===== config.mk =====
export PLATFORM = sky130hd
export DESIGN_NAME = fix_multi_session_controller
export DESIGN_NICKNAME = d
export VERILOG_FILES = /design/src/rtl/fix_session_pkg.sv /design/src/rtl/fix_rr_arbiter.sv /design/src/rtl/fix_multi_session_controller.sv
export SDC_FILE = /design/constraint.sdc
export NUM_CORES = 1
export LEC_CHECK = 0
export ABC_AREA = 0
export CAP_MARGIN = 20
export CELL_PAD_IN_SITES_DETAIL_PLACEMENT = 1
export CELL_PAD_IN_SITES_GLOBAL_PLACEMENT = 1
export CORE_UTILIZATION = 34
export CTS_CLUSTER_SIZE = 30
export DETAILED_ROUTE_END_ITERATION = 7
export HOLD_SLACK_MARGIN = 0.08
export PLACE_DENSITY = 0.74
export SLEW_MARGIN = 10
export SYNTH_ARGS = -nofsm -noshare
export SYNTH_HDL_FRONTEND = slang
export SYNTH_SLANG_ARGS = --single-unit

===== constraint.sdc =====
create_clock -name clk -period 6.2 [get_ports clk]
set_clock_uncertainty 0.15 [all_clocks]
set_input_delay 0.62 -clock clk [delete_from_list [all_inputs] [get_ports clk]]
set_output_delay 0.62 -clock clk [all_outputs]
set_load 0.01 [all_outputs]

===== src/rtl/fix_session_pkg.sv =====
// Shared message-type codes, per-session state encoding and inbound message record
// for the multi-session FIX controller.
package fix_session_pkg;

  localparam logic [2:0] MSG_LOGON     = 3'b001;
  localparam logic [2:0] MSG_HEARTBEAT = 3'b010;
  localparam logic [2:0] MSG_TESTREQ   = 3'b011;
  localparam logic [2:0] MSG_LOGOUT    = 3'b100;
  localparam logic [2:0] MSG_BUSINESS  = 3'b111;

  typedef enum logic [3:0] {
    S_IDLE,
    S_CONFIGURED,
    S_CONNECTING,
    S_TX,
    S_LOGON_WAIT,
    S_ACTIVE,
    S_TESTREQ_WAIT,
    S_LOGOUT_WAIT,
    S_DISCONNECT
  } sess_state_e;

  typedef struct packed {
    logic [2:0] msg_type;
    logic       seq_ok;
  } rx_msg_t;

  // States that exist only while the transport is expected to be up.
  function automatic logic is_linked(sess_state_e s);
    return s inside {S_TX, S_LOGON_WAIT, S_ACTIVE, S_TESTREQ_WAIT, S_LOGOUT_WAIT};
  endfunction

  function automatic logic is_wait(sess_state_e s);
    return s inside {S_LOGON_WAIT, S_TESTREQ_WAIT, S_LOGOUT_WAIT};
  endfunction

endpackage


===== src/rtl/fix_rr_arbiter.sv =====
// Round-robin grant over N requesters; grant is combinational from the pointer, the
// pointer moves past the launched requester when that request is acknowledged.
module fix_rr_arbiter #(
  parameter int N  = 4,
  parameter int IW = $clog2(N)
) (
  input  logic         clk,
  input  logic         rst,
  input  logic [N-1:0] req_i,
  input  logic         launch_i,
  input  logic         ack_i,
  output logic [N-1:0] gnt_o
);

  logic [IW-1:0] ptr_q, ptr_d, last_q, last_d, sel;
  logic [IW:0]   cand;
  logic          found;

  always_comb begin
    gnt_o = '0;
    sel   = '0;
    found = 1'b0;
    cand  = '0;
    for (int k = 0; k < N; k++) begin
      cand = {1'b0, ptr_q} + (IW+1)'(k);
      if (cand >= (IW+1)'(N)) cand = cand - (IW+1)'(N);
      if (!found && req_i[cand[IW-1:0]]) begin
        found = 1'b1;
        sel   = cand[IW-1:0];
      end
    end
    if (found) gnt_o[sel] = 1'b1;
    last_d = launch_i ? sel : last_q;
    ptr_d  = ptr_q;
    if (ack_i) ptr_d = (last_q == IW'(N-1)) ? '0 : last_q + IW'(1);
  end

  always_ff @(posedge clk) begin
    if (rst) begin
      ptr_q  <= '0;
      last_q <= '0;
    end else begin
      ptr_q  <= ptr_d;
      last_q <= last_d;
    end
  end

endmodule


===== src/rtl/fix_multi_session_controller.sv =====
// N independent FIX session FSMs with per-session timers and sequence numbers, sharing one
// registered build request (held until ack, one idle cycle between grants).
module fix_multi_session_controller
  import fix_session_pkg::*;
#(
  parameter int NUM_SESSIONS = 4,
  parameter int SEQ_W        = 16,
  parameter int HB_INTERVAL  = 1000,
  parameter int RX_GRACE     = 500,
  parameter int RESP_TIMEOUT = 2000,
  parameter int SID_W        = $clog2(NUM_SESSIONS)
) (
  input  logic                    clk,
  input  logic                    rst,
  input  logic [NUM_SESSIONS-1:0] configure_i,
  input  logic [NUM_SESSIONS-1:0] start_i,
  input  logic [NUM_SESSIONS-1:0] end_session_i,
  input  logic [NUM_SESSIONS-1:0] send_app_i,
  input  logic [NUM_SESSIONS-1:0] connected_i,
  input  logic                    rx_valid_i,
  input  logic [SID_W-1:0]        rx_session_i,
  input  logic [2:0]              rx_msg_type_i,
  input  logic                    rx_seq_ok_i,
  input  logic                    msg_ack_i,
  output logic                    msg_req_o,
  output logic [SID_W-1:0]        msg_session_o,
  output logic [2:0]              msg_type_o,
  output logic [SEQ_W-1:0]        msg_seq_o,
  output logic [NUM_SESSIONS-1:0] load_configure_o,
  output logic [NUM_SESSIONS-1:0] connect_o,
  output logic [NUM_SESSIONS-1:0] disconnect_o,
  output logic [NUM_SESSIONS-1:0] ignore_o,
  output logic [NUM_SESSIONS-1:0] session_up_o
);

  localparam int N     = NUM_SESSIONS;
  localparam int TMR_W = $clog2(HB_INTERVAL + RX_GRACE + RESP_TIMEOUT + 1);
  localparam logic [TMR_W-1:0] TX_LIM  = TMR_W'(HB_INTERVAL);
  localparam logic [TMR_W-1:0] RX_LIM  = TMR_W'(HB_INTERVAL + RX_GRACE);
  localparam logic [TMR_W-1:0] RSP_LIM = TMR_W'(RESP_TIMEOUT);

  rx_msg_t          rx_msg;
  logic [N-1:0]     tx_req, gnt;
  logic [SEQ_W-1:0] sess_seq  [N];
  logic [2:0]       sess_type [N];
  logic [SID_W-1:0] gnt_sid, sid_q, sid_d;
  logic             req_q, req_d, launch, ack_hit;
  logic [2:0]       type_q, type_d;
  logic [SEQ_W-1:0] oseq_q, oseq_d;

  assign rx_msg.msg_type = rx_msg_type_i;
  assign rx_msg.seq_ok   = rx_seq_ok_i;
  assign ack_hit         = req_q & msg_ack_i;

  fix_rr_arbiter #(.N(N)) u_arb (
    .clk      (clk),
    .rst      (rst),
    .req_i    (tx_req),
    .launch_i (launch),
    .ack_i    (ack_hit),
    .gnt_o    (gnt)
  );

  always_comb begin
    gnt_sid = '0;
    for (int k = 0; k < N; k++) if (gnt[k]) gnt_sid = SID_W'(k);
  end

  // A granted session that leaves TX without an ack (link drop) withdraws its request.
  always_comb begin
    req_d  = req_q;
    sid_d  = sid_q;
    type_d = type_q;
    oseq_d = oseq_q;
    launch = 1'b0;
    if (req_q) begin
      if (msg_ack_i || !tx_req[sid_q]) req_d = 1'b0;
    end else if (|tx_req) begin
      launch = 1'b1;
      req_d  = 1'b1;
      sid_d  = gnt_sid;
      type_d = sess_type[gnt_sid];
      oseq_d = sess_seq[gnt_sid];
    end
  end

  always_ff @(posedge clk) begin
    if (rst) begin
      req_q  <= 1'b0;
      sid_q  <= '0;
      type_q <= '0;
      oseq_q <= '0;
    end else begin
      req_q  <= req_d;
      sid_q  <= sid_d;
      type_q <= type_d;
      oseq_q <= oseq_d;
    end
  end

  assign msg_req_o     = req_q;
  assign msg_session_o = sid_q;
  assign msg_type_o    = type_q;
  assign msg_seq_o     = oseq_q;

  for (genvar i = 0; i < N; i++) begin : g_sess
    sess_state_e      state_q, state_d;
    logic [SEQ_W-1:0] seq_q, seq_d;
    logic [2:0]       tx_type_q, tx_type_d;
    logic             reply_q, reply_d;
    logic [TMR_W-1:0] tx_idle_q, tx_idle_d, rx_idle_q, rx_idle_d, resp_q, resp_d;
    logic             load_q, load_d, conn_q, conn_d, disc_q, disc_d, ign_q, ign_d;
    logic             own_rx, own_ack, timeout, go;

    assign own_rx  = rx_valid_i && (rx_session_i == SID_W'(i));
    assign own_ack = ack_hit && (sid_q == SID_W'(i));
    assign timeout = resp_q >= RSP_LIM;

    always_comb begin
      state_d   = state_q;
      seq_d     = seq_q;
      tx_type_d = tx_type_q;
      reply_d   = reply_q;
      load_d    = 1'b0;
      conn_d    = 1'b0;
      go        = 1'b0;
      ign_d     = own_rx && (state_q inside {S_IDLE, S_CONFIGURED, S_CONNECTING, S_TX});
      tx_idle_d = own_ack ? '0 : (tx_idle_q < TX_LIM ? tx_idle_q + TMR_W'(1) : tx_idle_q);
      rx_idle_d = own_rx  ? '0 : (rx_idle_q < RX_LIM ? rx_idle_q + TMR_W'(1) : rx_idle_q);
      unique case (state_q)
        S_IDLE:       if (configure_i[i]) begin state_d = S_CONFIGURED; load_d = 1'b1; end
        S_CONFIGURED: if (start_i[i]) begin state_d = S_CONNECTING; conn_d = 1'b1; end
        S_CONNECTING: if (connected_i[i]) begin
          seq_d     = SEQ_W'(1);
          tx_type_d = MSG_LOGON;
          state_d   = S_TX;
        end
        S_TX: if (own_ack) begin
          seq_d = seq_q + SEQ_W'(1);
          case (tx_type_q)
            MSG_LOGON:   state_d = S_LOGON_WAIT;
            MSG_TESTREQ: state_d = S_TESTREQ_WAIT;
            MSG_LOGOUT:  state_d = reply_q ? S_DISCONNECT : S_LOGOUT_WAIT;
            default:     state_d = S_ACTIVE;
          endcase
        end
        S_LOGON_WAIT: begin
          if (own_rx) state_d = (rx_msg.msg_type == MSG_LOGON && rx_msg.seq_ok) ? S_ACTIVE : S_DISCONNECT;
          else if (timeout) state_d = S_DISCONNECT;
        end
        S_ACTIVE: begin
          go = 1'b1;
          if (own_rx && !rx_msg.seq_ok)                   begin tx_type_d = MSG_LOGOUT; reply_d = 1'b0; end
          else if (own_rx && rx_msg.msg_type == MSG_LOGOUT) begin tx_type_d = MSG_LOGOUT; reply_d = 1'b1; end
          else if (own_rx && rx_msg.msg_type == MSG_TESTREQ) tx_type_d = MSG_HEARTBEAT;
          else if (end_session_i[i])                      begin tx_type_d = MSG_LOGOUT; reply_d = 1'b0; end
          else if (rx_idle_q >= RX_LIM)                   tx_type_d = MSG_TESTREQ;
          else if (tx_idle_q >= TX_LIM)                   tx_type_d = MSG_HEARTBEAT;
          else if (send_app_i[i])                         tx_type_d = MSG_BUSINESS;
          else                                            go = 1'b0;
          if (go) state_d = S_TX;
        end
        S_TESTREQ_WAIT: begin
          if (own_rx && rx_msg.seq_ok) state_d = S_ACTIVE;
          else if (timeout) begin
            tx_type_d = MSG_LOGOUT;
            reply_d   = 1'b1;
            state_d   = S_TX;
          end
        end
        S_LOGOUT_WAIT: if ((own_rx && rx_msg.msg_type == MSG_LOGOUT) || timeout) state_d = S_DISCONNECT;
        S_DISCONNECT:  state_d = S_IDLE;
        default:       state_d = S_IDLE;
      endcase
      if (!connected_i[i] && is_linked(state_q)) state_d = S_DISCONNECT;
      disc_d = (state_d == S_DISCONNECT) && (state_q != S_DISCONNECT);
      resp_d = (state_d != state_q && is_wait(state_d)) ? '0 :
               (resp_q < RSP_LIM ? resp_q + TMR_W'(1) : resp_q);
    end

    always_ff @(posedge clk) begin
      if (rst) begin
        state_q   <= S_IDLE;
        seq_q     <= SEQ_W'(1);
        tx_type_q <= '0;
        reply_q   <= 1'b0;
        tx_idle_q <= '0;
        rx_idle_q <= '0;
        resp_q    <= '0;
        load_q    <= 1'b0;
        conn_q    <= 1'b0;
        disc_q    <= 1'b0;
        ign_q     <= 1'b0;
      end else begin
        state_q   <= state_d;
        seq_q     <= seq_d;
        tx_type_q <= tx_type_d;
        reply_q   <= reply_d;
        tx_idle_q <= tx_idle_d;
        rx_idle_q <= rx_idle_d;
        resp_q    <= resp_d;
        load_q    <= load_d;
        conn_q    <= conn_d;
        disc_q    <= disc_d;
        ign_q     <= ign_d;
      end
    end

    assign tx_req[i]           = (state_q == S_TX);
    assign sess_seq[i]         = seq_q;
    assign sess_type[i]        = tx_type_q;
    assign load_configure_o[i] = load_q;
    assign connect_o[i]        = conn_q;
    assign disconnect_o[i]     = disc_q;
    assign ignore_o[i]         = ign_q;
    assign session_up_o[i]     = (state_q == S_ACTIVE) || (state_q == S_TESTREQ_WAIT);
  end

endmodule


==> results of run 1 <==
[cell type report]
| cell class | count | area share |
|---|---|---|
| well taps | 539 | 0.04019 |
| repair buffers | 81 | 0.04652 |
| inverters | 71 | 0.01588 |
| multi-input cells | 1276 | 0.4933 |
| flip-flops and latches | 282 | 0.3364 |
| clock buffers | 54 | 0.06427 |
| clock inverters | 7 | 0.003131 |
| diodes | 2 | 0.0002982 |
[worst max path at each step]
stage / end / cells after the start / from
after floorplan: g_sess[1].resp_q[10]$_SDFFE_PP0N_ / 6 / end_session_i[1]
after global placement: g_sess[2].resp_q[1]$_SDFFE_PP0N_ / 7 / rx_seq_ok_i
after detailed placement: g_sess[0].resp_q[3]$_SDFFE_PP0N_ / 7 / rx_seq_ok_i
after CTS: g_sess[0].resp_q[1]$_SDFFE_PP0N_ / 7 / rx_seq_ok_i
after global routing: g_sess[0].resp_q[1]$_SDFFE_PP0N_ / 7 / rx_seq_ok_i
final: g_sess[0].resp_q[1]$_SDFFE_PP0N_ / 7 / rx_seq_ok_i
[metrics by stage]
| step | hold slack, ns | setup slack [ns] |
|---|---|---|
| 2_1_floorplan | 0.2615 | 3.603 |
| 3_3_place_gp | 0.2741 | 2.159 |
| 3_5_place_dp | 0.2804 | 2.161 |
| 4_1_cts | 0.2910 | 2.732 |
| 5_1_grt | 0.3223 | 2.459 |
| 6_report | 0.2862 | 2.674 |
[sequential cells by signal, indices dropped and copies added, names as in the netlist, 12 cells and up]
name,cells
g_sess.seq_q,64
g_sess.resp_q,48
g_sess.rx_idle_q,48
g_sess.tx_idle_q,48
g_sess.state_q,16
msg_seq_o,16
g_sess.tx_type_q,12
[kinds of logic (layout without fill, tap and decap cells)]
group | count (synthesis) | count (layout) | synth area share
and+or+nand+nor | 710 | 710 | 0.2559
AOI/OAI and AO/OA | 338 | 338 | 0.1579
DFF | 282 | 282 | 0.3844
buffers and inverters | 172 | 213 | 0.05308
xor gates and xnor gates | 148 | 148 | 0.08826
muxes | 51 | 51 | 0.03570
adders and majority gates | 29 | 29 | 0.02471
other | 0 | 2 | 0
[power by group through the flow]
| stage | clock network, W | registers, W | logic (W) |
|---|---|---|---|
| after floorplan | 0 | 0.00194 | 0.000299 |
| after global placement | 0 | 0.00197 | 0.000373 |
| after detailed placement | 0 | 0.00198 | 0.000389 |
| after CTS | 0.00206 | 0.00194 | 0.000392 |
| after global routing | 0.00213 | 0.00195 | 0.000434 |
| final | 0.00200 | 0.00194 | 0.000390 |
[placed cells by master (no fill, tap or decap), types with 36 or more instances in the layout]
| cell type | count |
|---|---|
| dfxtp_1 | 282 |
| nor2_1 | 204 |
| nand2_1 | 137 |
| a21oi_1 | 92 |
| xnor2_1 | 80 |
| inv_1 | 71 |
| nand3_1 | 70 |
| clkdlybuf4s50_1 | 70 |
| xor2_1 | 68 |
| o21ai_0 | 52 |
| mux2i_1 | 49 |
| nand4_1 | 47 |
| nor3_1 | 44 |
| a211oi_1 | 38 |
| clkbuf_16 | 36 |
[worst reg2reg max path, stage by stage (launching register included)]
cell	delay, ns
dfxtp_1	0.66
nand4bb_1	0.42
nor2_1	0.10
or3_1	0.41
a21oi_4	0.36
buf_4	0.55
mux2i_1	0.36
o221ai_1	0.14
[metal layers]
metal  up-vias  share of wire  GRT usage
met5         -              0          0
met4         0          0.031    0.07375
met3        73          0.038    0.03187
met2       197           0.48     0.3213
met1      6229           0.45     0.2343
li1       6200              -          -
==> out/results.ini, run 1 <==
[clock_network]
post_cts_buffers=0
clk_pin_slew_ns=0.05
numCtsBuffers=35
cts-root-buf=clkbuf_16
cts_tree=done
cts_htree_levels=2
cts_sinks=282
cts_hold_buf=0
clock_latency_ns=0.54
cts-resized-gates=0
clockBufferDepth=3

[drt]
drc=0
routedWlPerCell_um=17.68
drt_pass1_iterations=5
drtAntennaViolNets=0
drt-initial-drc-count=598
wl_mm=40.88
vias=12700
vias_per_cell=5.493

[layout]
finalNetCount=1806
syn2layout_area_growth_pct=14.27
multiInputGateArea_sq_um=8279
design_area_sq_um=16780
fillCellCount=4991
fin_util=0.3974
regArea_sq_um=5645
drive_gt1_frac=0.06098
instances_no_fill=2312

[worst_setup_path]
cp_max_fo=16
worstPathRequired_ns=6.41
crit_type=primary input to flip-flop
crit_path_cell_trace=clkdlybuf4s50_1, nand4bb_1, a2111oi_0, a21o_1, or4_1, a21oi_1, a211oi_1
critPathMaxStageDelay_ns=0.80
cp_slowest_cell=a21oi_1
r2r-end=msg_seq_o[7]$_SDFFE_PP0P_
end_kind=flip-flop
rrSetupSlack_ns=2.89
cp_data_arrival_time_ns=3.74
cp_num_buf_inv=1
crit_family=compound AO/OA/AOI/OAI gates
r2r_start=g_sess[0].state_q[2]$_SDFF_PP0_
startpoint_type=primary input
ff2ff_path_depth=7

[placed_design]
port_buffers=71
place_inst=2249
place_area_sq_um=15650
hpwl_mm=29.57
place.gp.congestion=0.8640

[yosys]
ys_ff_latch=282
mappedNetlistArea_sq_um=14690
async_flop_share=0
yosys.cell_types.count=90
syn_inst=1730
synthTopCellsByCount=dfxtp_1 (282), nor2_1 (204), nand2_1 (137)
seq_area_frac_synth=0.3844
yosys_warnings=0
netlist_top_cells_area=dfxtp_1 (38%), nor2_1 (5.2%), xnor2_1 (4.8%), xor2_1 (4.1%), nand2_1 (3.5%)
syn-num-nets=1789
yosysMostFrequentCell=dfxtp_1
synth_edf_count=0
syn_area_per_cell_sq_um=8.489
synth_largest_area_cell=dfxtp_1
synth_ff_type=dfxtp_1
synth_top_area_share=0.3844

[timing]
hold_viol_final=0
max_freq_mhz=283.6
fin_crit_sh=0.5687
worst_pin_slew_ns=1.046
relSlewSlack=0.3029
period_needed_ns=3.526
setup_viol=0
setup_tns_ns=0
grt_setup_unrepaired=no
slew_viol_final=0

[grt]
antenna_found_initial=2
grt_pass1_wl_mm=67.61
grt_overflow=0
track_usage=0.1878
grt_pass1_vias=13050
grt_start_max_net_pins=62

[power]
power_switching_w=0.001114
p_clk_frac=0.463
power_density_nw_per_um2=258.1
p_total_w=0.004332
p_seq_frac=0.447
peakVddDrop_mv=0.1508
p_sw_frac=0.2572
leakagePower_nw=5.653
combPwrFrac=0.090
intPower_w=0.003218

[min_path]
hold_path.class=flip-flop to flip-flop
hold_start=g_sess[0].tx_idle_q[10]$_SDFFE_PP0N_
whs_path_depth=2
min_to=g_sess[0].tx_idle_q[10]$_SDFFE_PP0N_

[floorplan]
placeableCoreArea_sq_um=42230
die_h_um=209.8
io_pins=72
dieArea_sq_um=44030
rows=75
initial_core_util=0.3478
die_w_um=209.8

[run_status]
status=completed

[flow_run]
drv_cap=0

(Power assumes the default switching activity.)
==> run 2: changes to the inputs <==
- PLACE_DENSITY: 0.74 -> 0.76
- clock period: 6.2 -> 2.8 ns (I/O delays scaled with it)
==> run 2 against run 1 <==
Combinational power rose to 2.6 times the previous value. Count of clock-buffer cells in the layout down 6. Via count up 3.8%. First-iteration DRC count up 21%. Flip-flop and latch count unchanged. Die area unchanged. Global-route usage up 0.72 points. Critical path type is now flip-flop to output pin. Largest power group unchanged.
==> out/results.ini, run 2 (same netlist as run 1, synthesis figures left out) <==
[layout]
syn2layout_area_growth_pct=20.03
drive_gt1_frac=0.1202  ; +0.05921
instances_no_fill=2411  ; +4.3%
regMostFlops=g_sess.seq_q
design_area_sq_um=17630  ; +5.0%
final_cell_mix=dfxtp_1 (278), nor2_1 (204), nand2_1 (135)
antennaDiodeCount=0  ; -2
finalNetCount=1908  ; +5.6%
mostFrequentLayoutCell=dfxtp_1
largest_reg_flops=64  ; unchanged

[power]
p_total_w=0.009810  ; +130%
peakVddDrop_mv=0.3815  ; +150%
power_density_nw_per_um2=556.5  ; +120%
leakagePower_nw=6.163  ; +9.0%

[worst_setup_path]
startpoint_type=flip-flop
cp_slowest_cell=clkdlybuf4s50_1
worstPathRequired_ns=2.37  ; -4.04 ns
cp_max_fo=11  ; -5
crit_type=flip-flop to output pin
crit_path_cell_trace=buf_4, nand4bb_2, and2_4, inv_1, clkdlybuf4s50_1
cp_data_arrival_time_ns=2.28  ; -1.46 ns
end_kind=output pin
critPathMaxStageDelay_ns=0.53  ; -0.27 ns

[drt]
routedWlPerCell_um=17.66  ; -0.14%
drt-initial-drc-count=723  ; +21%
drc=0  ; unchanged
wl_mm=42.58  ; +4.1%
drtAntennaViolNets=0  ; unchanged
vias=13180  ; +3.8%
drt_pass1_iterations=5  ; unchanged
vias_per_cell=5.468  ; -0.45%

[grt]
grt_start_max_net_pins=41  ; -34%
track_usage=0.1950  ; +0.007169
grt_pass1_wl_mm=70.25  ; +3.9%
grt_overflow=0  ; unchanged
antenna_found_initial=0  ; -2
grt_pass1_vias=13840  ; +6.1%

[clock_network]
clockBufferDepth=3  ; unchanged
cts_sinks=282  ; unchanged
clk_pin_slew_ns=0.06  ; about the same
numCtsBuffers=35  ; unchanged
cts_htree_levels=2  ; unchanged
cts_tree=done
cts-root-buf=clkbuf_16
clock_latency_ns=0.55  ; about the same

[floorplan]
die_w_um=209.8  ; unchanged
placeableCoreArea_sq_um=42230  ; unchanged
die_h_um=209.8  ; unchanged
rows=75  ; unchanged
initial_core_util=0.3478  ; unchanged
dieArea_sq_um=44030  ; unchanged
io_pins=72  ; unchanged

[timing]
grt_setup_unrepaired=no
max_freq_mhz=369.5
hold_viol_final=0  ; unchanged
setup_tns_ns=0  ; unchanged
slew_viol_final=0  ; unchanged
hold_slack_ns=0.2427  ; -0.04344 ns
relSlewSlack=0.4487  ; +0.1458
period_needed_ns=2.706
worst_pin_slew_ns=0.8230  ; -0.2226 ns
fin_crit_sh=0.9665
setup_viol=0  ; unchanged

[flow_run]
drv_cap=0  ; unchanged

[placed_design]
place_inst=2350  ; +4.5%
place.gp.congestion=0.8952  ; +3.6%
place_area_sq_um=16430  ; +5.0%
hpwl_mm=31.51  ; +6.5%
port_buffers=71  ; unchanged

[min_path]
hold_path.class=primary input to flip-flop

[run_status]
status=completed

[run 2: cell types whose count changed in the layout (fill, tap and decap cells not counted), sizes merged]
| cell | change |
|---|---|
| buf | +101 |
| clkbuf | -6 |
| clkinv | -1 |
| diode | -2 |
| bufinv | +3 |
| dlygate4sd3 | +1 |
| inv | +2 |
| clkinvlp | +1 |
[run 2: final cells by class]
cell class                      count  area (sq um)
Clock buffer                       48         984.7
Clock inverter                     12         151.4
Fill cell                        5018         24600
Inverter                           71         266.5
Multi-Input combinational cell   1276          8327
Sequential cell                   282          5650
Tap cell                          539         674.4
Timing Repair Buffer              183          1574
[run 2: where the power goes]
part           total (W)  internal, W  leakage, nW  switching [W]
registers        0.00426      0.00413         2.28       0.000131
clock network    0.00452      0.00274        0.555        0.00178
logic            0.00102     0.000439         3.32       0.000585
total            0.00981      0.00731         6.16        0.00250
[run 2: timing repair]
item / 4_1_cts / 5_1_grt
hold buffers: 1 / 0
resized for setup: 7 / 13
setup endpoints to repair: 6 / 16
buffers inserted: 0 / 0
pin swaps: 0 / 1
hold endpoints to repair: 11 / 0
[run 2: per-stage QoR]
step | worst slack [ns] | utilization
CTS | 0.001091 | 0.4166
global route | 0.01711 | 0.4175
floorplan | 0.4661 | -
detailed placement | -0.1935 | 0.3891
global placement | -0.1189 | 0.3891
finish | 0.09385 | 0.4175
[run 2: per-layer routing]
metal,GRT usage,wire length (um),up-vias
li1,-,-,6403
met1,0.2391,18930,6465
met2,0.3393,20770,235
met3,0.03471,1770,80
met4,0.07274,1110,0
met5,0,0,-
[run 2: worst paths after layout]
kind                                                            from                                    to  slack [ns]  cells past startpoint
worst max-delay path                 g_sess[2].state_q[1]$_SDFF_PP0_                       session_up_o[2]        0.09                      5
worst max register to register       g_sess[1].state_q[0]$_SDFF_PP0_             msg_seq_o[4]$_SDFFE_PP0P_        0.11                      7
worst min-delay path                                  configure_i[1]           g_sess[1].load_q$_SDFF_PP0_        0.24                      2
worst min register to register  g_sess[0].tx_idle_q[11]$_SDFFE_PP0N_  g_sess[0].tx_idle_q[11]$_SDFFE_PP0N_        0.29                      2
[run 2: critical path, delay by kind of cell (launching register included)]
kind / cells / cell delay, ns
simple gates: 2 / 0.59
flops: 1 / 0.35
buf+inv: 3 / 0.80
